===== src/rtl/acc_dma_ctrl.sv =====
// acc_dma_ctrl: single-channel word-copy DMA with config check, error codes and a done pulse.
// Build option ACC_XOR_KEY_EN adds key_i; every written word is the read word XOR the key latched at start.
module acc_dma_ctrl #(
  parameter int ADDR_WIDTH = 32,
  parameter int DATA_WIDTH = 32,
  parameter int LEN_WIDTH  = 16
) (
  input  logic                    clk,
  input  logic                    rst,
  input  logic                    start_i,
  input  logic                    ack_i,
  input  logic [ADDR_WIDTH-1:0]   src_addr_i,
  input  logic [ADDR_WIDTH-1:0]   dst_addr_i,
  input  logic [LEN_WIDTH-1:0]    len_i,
`ifdef ACC_XOR_KEY_EN
  input  logic [DATA_WIDTH-1:0]   key_i,
`endif
  output logic                    mem_req_o,
  output logic                    mem_we_o,
  output logic [ADDR_WIDTH-1:0]   mem_addr_o,
  output logic [DATA_WIDTH-1:0]   mem_wdata_o,
  output logic [DATA_WIDTH/8-1:0] mem_be_o,
  input  logic                    mem_gnt_i,
  input  logic                    mem_rvalid_i,
  input  logic [DATA_WIDTH-1:0]   mem_rdata_i,
  output logic [3:0]              status_o,
  output logic [3:0]              error_o,
  output logic                    done_irq_o
);

  // Memory handshake: req/we/addr/wdata/be stay constant while req is high and not granted;
  // the request ends on the cycle gnt is seen, and exactly one rvalid (possibly in that same
  // cycle) closes it. Any rvalid with no request granted or pending is a protocol error.
  typedef enum logic [3:0] {
    ST_IDLE    = 4'd0,
    ST_RUNNING = 4'd1,
    ST_RD_REQ  = 4'd2,
    ST_WR_REQ  = 4'd3,
    ST_DONE    = 4'd4
  } acc_state_t;

  typedef enum logic [3:0] {
    ER_OKAY        = 4'd0,
    ER_INVALID_CFG = 4'd1,
    ER_OTHERS      = 4'd2
  } acc_error_t;

  localparam int EW = ADDR_WIDTH + LEN_WIDTH + 3;
  localparam int BW = DATA_WIDTH / 8;
  localparam logic [EW-1:0] ADDR_SPAN = EW'(1) << ADDR_WIDTH;

  acc_state_t            r_state;
  acc_error_t            r_err;
  logic [ADDR_WIDTH-1:0] r_src;
  logic [ADDR_WIDTH-1:0] r_dst;
  logic [ADDR_WIDTH-1:0] r_addr;
  logic [LEN_WIDTH-1:0]  r_len;
  logic [LEN_WIDTH-1:0]  r_idx;
  logic [DATA_WIDTH-1:0] r_wdata;
  logic [BW-1:0]         r_be;
  logic                  r_req;
  logic                  r_we;
  logic                  r_pend;
  logic                  r_irq;

  logic [EW-1:0]         w_src_end;
  logic [EW-1:0]         w_dst_end;
  logic                  w_cfg_bad;
  logic                  w_spurious;
  logic                  w_busy;
  logic [ADDR_WIDTH-1:0] w_rd_addr;
  logic [ADDR_WIDTH-1:0] w_wr_addr;
  logic [LEN_WIDTH-1:0]  w_idx_next;
  logic [DATA_WIDTH-1:0] w_wdata;

  // End addresses computed wide so a range ending exactly at 2^ADDR_WIDTH is still legal.
  assign w_src_end  = EW'(src_addr_i) + EW'({len_i, 2'b00});
  assign w_dst_end  = EW'(dst_addr_i) + EW'({len_i, 2'b00});
  assign w_cfg_bad  = (len_i == '0) || (src_addr_i[1:0] != 2'b00) || (dst_addr_i[1:0] != 2'b00) ||
                      (w_src_end > ADDR_SPAN) || (w_dst_end > ADDR_SPAN);
  assign w_rd_addr  = r_src + ADDR_WIDTH'({r_idx, 2'b00});
  assign w_wr_addr  = r_dst + ADDR_WIDTH'({r_idx, 2'b00});
  assign w_idx_next = r_idx + LEN_WIDTH'(1);
  assign w_spurious = mem_rvalid_i && !r_pend && !(r_req && mem_gnt_i);
  assign w_busy     = (r_state == ST_RUNNING) || (r_state == ST_RD_REQ) || (r_state == ST_WR_REQ);

`ifdef ACC_XOR_KEY_EN
  logic [DATA_WIDTH-1:0] r_key;

  always_ff @(posedge clk or posedge rst) begin
    if (rst) begin
      r_key <= '0;
    end else if ((r_state == ST_IDLE) && start_i) begin
      r_key <= key_i;
    end
  end

  assign w_wdata = mem_rdata_i ^ r_key;
`else
  assign w_wdata = mem_rdata_i;
`endif

  always_ff @(posedge clk or posedge rst) begin
    if (rst) begin
      r_state <= ST_IDLE;
      r_err   <= ER_OKAY;
      r_src   <= '0;
      r_dst   <= '0;
      r_addr  <= '0;
      r_len   <= '0;
      r_idx   <= '0;
      r_wdata <= '0;
      r_be    <= '0;
      r_req   <= 1'b0;
      r_we    <= 1'b0;
      r_pend  <= 1'b0;
      r_irq   <= 1'b0;
    end else begin
      r_irq <= 1'b0;
      if (w_busy && w_spurious) begin
        r_err   <= ER_OTHERS;
        r_irq   <= 1'b1;
        r_req   <= 1'b0;
        r_we    <= 1'b0;
        r_be    <= '0;
        r_pend  <= 1'b0;
        r_state <= ST_DONE;
      end else begin
        case (r_state)
          ST_IDLE: begin
            if (start_i) begin
              if (w_cfg_bad) begin
                r_err   <= ER_INVALID_CFG;
                r_irq   <= 1'b1;
                r_state <= ST_DONE;
              end else begin
                r_src   <= src_addr_i;
                r_dst   <= dst_addr_i;
                r_len   <= len_i;
                r_idx   <= '0;
                r_err   <= ER_OKAY;
                r_state <= ST_RUNNING;
              end
            end
          end
          ST_RUNNING: begin
            r_req   <= 1'b1;
            r_we    <= 1'b0;
            r_addr  <= w_rd_addr;
            r_be    <= '1;
            r_state <= ST_RD_REQ;
          end
          ST_RD_REQ: begin
            if (mem_rvalid_i) begin
              r_pend  <= 1'b0;
              r_req   <= 1'b1;
              r_we    <= 1'b1;
              r_addr  <= w_wr_addr;
              r_wdata <= w_wdata;
              r_be    <= '1;
              r_state <= ST_WR_REQ;
            end else if (r_req && mem_gnt_i) begin
              r_req  <= 1'b0;
              r_be   <= '0;
              r_pend <= 1'b1;
            end
          end
          ST_WR_REQ: begin
            if (mem_rvalid_i) begin
              r_pend <= 1'b0;
              r_req  <= 1'b0;
              r_we   <= 1'b0;
              r_be   <= '0;
              r_idx  <= w_idx_next;
              if (w_idx_next == r_len) begin
                r_irq   <= 1'b1;
                r_state <= ST_DONE;
              end else begin
                r_state <= ST_RUNNING;
              end
            end else if (r_req && mem_gnt_i) begin
              r_req  <= 1'b0;
              r_be   <= '0;
              r_pend <= 1'b1;
            end
          end
          ST_DONE: begin
            if (ack_i) r_state <= ST_IDLE;
          end
          default: r_state <= ST_IDLE;
        endcase
      end
    end
  end

  assign mem_req_o   = r_req;
  assign mem_we_o    = r_we;
  assign mem_addr_o  = r_addr;
  assign mem_wdata_o = r_wdata;
  assign mem_be_o    = r_be;
  assign status_o    = r_state;
  assign error_o     = r_err;
  assign done_irq_o  = r_irq;

endmodule

===== config.mk =====
export PLATFORM = sky130hd
export DESIGN_NAME = acc_dma_ctrl
export DESIGN_NICKNAME = d
export VERILOG_FILES = /design/src/rtl/acc_dma_ctrl.sv
export SDC_FILE = /design/constraint.sdc
export NUM_CORES = 1
export LEC_CHECK = 0
export CAP_MARGIN = 40
export CELL_PAD_IN_SITES_DETAIL_PLACEMENT = 2
export CELL_PAD_IN_SITES_GLOBAL_PLACEMENT = 2
export CORE_MARGIN = 4
export CORE_UTILIZATION = 33
export DETAILED_ROUTE_END_ITERATION = 10
export PLACE_DENSITY_LB_ADDON = 0.08
export SLEW_MARGIN = 30
export SYNTH_ARGS = -nofsm -noshare
export SYNTH_HDL_FRONTEND = slang
export SYNTH_SLANG_ARGS = --single-unit

===== constraint.sdc =====
create_clock -name clk -period 6 [get_ports clk]
set_input_delay 0.9 -clock clk [delete_from_list [all_inputs] [get_ports clk]]
set_output_delay 0.9 -clock clk [all_outputs]
set_load 0.03 [all_outputs]

==> impl_metrics.json <==
{
  "antenna_cells": 0,
  "fin_util_pct": 42.6,
  "worst_path_most_repeated_cell": "sky130_fd_sc_hd__nand2_1",
  "internal_power_uw": 3360,
  "cts.reportedPaths.clkPinSlew_ns": 0.07,
  "clock-sinks": 173,
  "final_nets": 1649,
  "dp_cells": 1914,
  "critPathCapture": "mem_addr_o[29]$_DFFE_PP0P_",
  "via_count": 11000,
  "synthesis.instances": 1297,
  "postCtsSetupBuffers": 0,
  "run_status": "completed",
  "cts_root_buffer": "sky130_fd_sc_hd__clkbuf_16",
  "tritoncts.num_buffers": 17,
  "worst_path_largest_cell_delay_ns": 0.70,
  "worst_setup_path_start_kind": "register",
  "netlist-cell-type-count": 74,
  "drtAntennaViolNets": 0,
  "most_frequent_cells_in_the_layout": "193 x sky130_fd_sc_hd__clkdlybuf4s50_1, 174 x sky130_fd_sc_hd__nand2_1, 173 x sky130_fd_sc_hd__dfrtp_1",
  "grt_use_total_pct": 24.0,
  "grt_use_met1_pct": 32.1,
  "pin_count": 197,
  "routabilityCongestion": 0.902,
  "rr_worst_depth": 16,
  "setup_repair_after_global_routing_missed_its_margin": "false",
  "crit-reg2reg-launch": "status_o[2]$_DFFE_PP0P_",
  "powerDensity_mw_per_mm2": 395,
  "power.share.sequential_pct": 34.7,
  "drt_iter0_markers": 545,
  "crit_cells": 16,
  "die_h_um": 196,
  "hpwl_um": 37000,
  "fin_crit_sh_pct": 86.1,
  "worst_path_max_delay_cell": "sky130_fd_sc_hd__a2111oi_0",
  "placement_rows": 68,
  "final.hold.worst_slack_ns": 0.470,
  "clk_path_buf_depth": 2,
  "whs_path_depth": 2,
  "drive_gt1_share_pct": 12.2,
  "area_growth_pct": 26.4,
  "rrSetupSlack_ns": 0.83,
  "htree_levels": 4,
  "timing.critical_path.max_delay_family": "simple AND/OR/NAND/NOR gates",
  "layout.cells.most_common": "sky130_fd_sc_hd__clkdlybuf4s50_1",
  "synth-edff-count": 0,
  "path_max_fanout": 11,
  "timing.hold.worst.class": "register to register",
  "switching_power_uw": 2490,
  "power.clock.fraction_pct": 18.4,
  "maxSlewHeadroom_pct": 49.1,
  "post_cts.resized_instances": 0,
  "ys.warnings.count": 0,
  "post-route-drc-count": 0,
  "timing.rr.end": "mem_addr_o[29]$_DFFE_PP0P_",
  "average_cell_area_after_synthesis_um2": 9.04,
  "setup_viol": 0,
  "finalCriticalPeriod_ns": 5.17,
  "layoutNonFillerInstCount": 1947,
  "grt_most_used_layer": "met2",
  "grt.met2_usage_pct": 40.2,
  "synth_flop_cell": "sky130_fd_sc_hd__dfrtp_1",
  "number_of_storage_elements_in_the_synthesis_netlist": 173,
  "wire_length_of_the_first_global_routing_pass_um": 72400,
  "critical_path.n_buffers_inverters": 1,
  "max_slew.worst_pin.slew_ns": 0.756,
  "syn_area_mm2": 0.0117,
  "peakVddDrop_v": 0.000228,
  "numPortBuffers": 193,
  "totalNegativeSetupSlack_ns": 0,
  "worst-endpoint-required_ns": 6.35,
  "max_freq_ghz": 0.194,
  "dieWidth_um": 196,
  "tritoncts": "built",
  "grt_remaining_overflow": 0,
  "worst-setup-path-type": "register to register",
  "routedWlPerCell_um": 24.2,
  "clk_latency_ns": 0.45,
  "initial_core_util_pct": 33.7,
  "power_switching_share_pct": 42.5,
  "sequential_cell_area_fraction_in_the_yosys_report_pct": 36.9,
  "final_max_slew_viol_count": 0,
  "vias_in_the_first_global_route": 12000,
  "p_leak_uw": 0.00636,
  "timing.final.hold_violations": 0,
  "max-cap-violations": 0,
  "grt_util_met3_pct": 4.05,
  "postSynth.asyncResetShare_pct": 100,
  "share_comb_of_total_power_pct": 46.9,
  "drt_pass1_iterations": 4,
  "core_region_area_mm2": 0.0348,
  "post_cts_hold_buffer_count": 0,
  "crit_path_start": "status_o[2]$_DFFE_PP0P_",
  "fill_cells": 3803,
  "maximum_number_of_pins_on_one_net_before_global_route_repair": 106,
  "setup.worst_path.end_class": "register",
  "worstPathArrival_ns": 5.52,
  "grt_antenna_before_repair": 0,
  "timing.clock.skew_ns": 0.00896,
  "die_area_mm2": 0.0386,
  "timing.critical_path.cells": "nor2b_1, nand2_1, nand2_1, nand2_1, ha_1, a21o_1, a21o_1, a2111oi_0, buf_4, nor4_1, or3_1, a311oi_1, nand2b_1, nor4_1, xor2_1, o21ai_0",
  "power_uw": 5850,
  "detail_route.wirelength_um": 47000,
  "vias_per_cell": 5.64
}
[cells by family after synthesis]
logic type                 after synthesis  synth area share [%]
AOI/OAI and AO/OA                      324                  17.7
xor gates and xnor gates                62                  4.63
adders and majority gates               52                  5.74
buffers and inverters                  101                  3.64
DFF                                    173                  36.9
muxes                                  135                  12.7
other                                    1                0.0320
and+or+nand+nor                        449                  18.6
[metrics by stage]
stage	setup WS (ns)	instance area, µm²
floorplan	0.412	11700
global placement	0.456	14200
detailed placement	0.410	14300
CTS	0.857	14800
global route	0.564	14800
finish	0.832	14800
[per-layer routing]
layer | up-vias | routed length (µm)
met3 | 47 | 2030
met1 | 5583 | 21500
met2 | 238 | 22400
met5 | - | 0
met4 | 0 | 1070
li1 | 5110 | -
[how the worst min path moves through the flow]
stage                                         start                         to  slack (ns)
after floorplan                r_dst[2]$_DFFE_PP0P_       r_dst[2]$_DFFE_PP0P_        0.46
after global placement         mem_we_o$_DFFE_PP0P_       mem_we_o$_DFFE_PP0P_        0.46
after detailed placement  mem_addr_o[3]$_DFFE_PP0P_  mem_addr_o[3]$_DFFE_PP0P_        0.46
after CTS                 mem_addr_o[3]$_DFFE_PP0P_  mem_addr_o[3]$_DFFE_PP0P_        0.48
after global routing        mem_be_o[2]$_DFFE_PP0N_    mem_be_o[2]$_DFFE_PP0N_        0.51
final                     mem_addr_o[3]$_DFFE_PP0P_  mem_addr_o[3]$_DFFE_PP0P_        0.47
[worst min-delay path, stage by stage, from the launching register on]
cell and delay, ns:
sky130_fd_sc_hd__dfrtp_1 0.34, sky130_fd_sc_hd__nand2_1 0.05, sky130_fd_sc_hd__nand2_1 0.05
[flip-flops by register name (all words and copies together), names as in the netlist]
signal and cells:
done_irq_o 1, r_len 16, r_pend 1, r_dst 32, mem_req_o 1, mem_be_o 4
error_o 2, mem_we_o 1, status_o 3, r_src 32, mem_addr_o 32, mem_wdata_o 32
r_idx 16
[synthesized netlist by cell type (9+ instances only)]
library cell | instances | share of area [%]
sky130_fd_sc_hd__o21bai_1 | 11 | 0.70
sky130_fd_sc_hd__nor2_1 | 73 | 2.3
sky130_fd_sc_hd__nor4_1 | 20 | 1.1
sky130_fd_sc_hd__xnor2_1 | 30 | 2.2
sky130_fd_sc_hd__nand2b_1 | 14 | 0.75
sky130_fd_sc_hd__nand2_1 | 174 | 5.6
sky130_fd_sc_hd__dfrtp_1 | 173 | 37
sky130_fd_sc_hd__a211oi_1 | 10 | 0.64
sky130_fd_sc_hd__a311oi_1 | 11 | 0.82
sky130_fd_sc_hd__clkbuf_1 | 55 | 1.8
sky130_fd_sc_hd__a31oi_1 | 16 | 0.85
sky130_fd_sc_hd__mux2_2 | 101 | 9.7
sky130_fd_sc_hd__inv_1 | 29 | 0.93
sky130_fd_sc_hd__nand4_1 | 27 | 1.4
sky130_fd_sc_hd__and3_1 | 18 | 0.96
sky130_fd_sc_hd__o21ai_0 | 87 | 3.7
sky130_fd_sc_hd__ha_1 | 49 | 5.2
sky130_fd_sc_hd__o31ai_1 | 10 | 0.64
sky130_fd_sc_hd__o22ai_1 | 9 | 0.48
sky130_fd_sc_hd__a21o_1 | 22 | 1.4
sky130_fd_sc_hd__and2_1 | 12 | 0.64
sky130_fd_sc_hd__xor2_1 | 32 | 2.4
sky130_fd_sc_hd__mux2i_1 | 26 | 2.2
sky130_fd_sc_hd__nor2b_1 | 12 | 0.64
sky130_fd_sc_hd__nor3_1 | 21 | 0.90
sky130_fd_sc_hd__nand3_1 | 39 | 1.7
sky130_fd_sc_hd__o211ai_1 | 10 | 0.64
sky130_fd_sc_hd__a21oi_1 | 77 | 3.3
[power by group through the flow]
stage,sequential (µW),combinational (µW),clock [µW]
after floorplan,2130,1540,0
final,2030,2740,1080
after global placement,2010,2650,0
after detailed placement,2050,2730,0
after CTS,2030,2760,1110
after global routing,2100,3000,1170
[area by class of cell]
type	instances	area [µm²]	share of cell area, %
Tap cell	455	569	3.84
Sequential cell	173	4330	29.2
Clock inverter	11	93.8	0.633
Inverter	30	118	0.794
Timing Repair Buffer	232	2270	15.3
Clock buffer	21	460	3.11
Multi-Input combinational cell	1025	6980	47.1
Power figures use the tool's default switching activity.
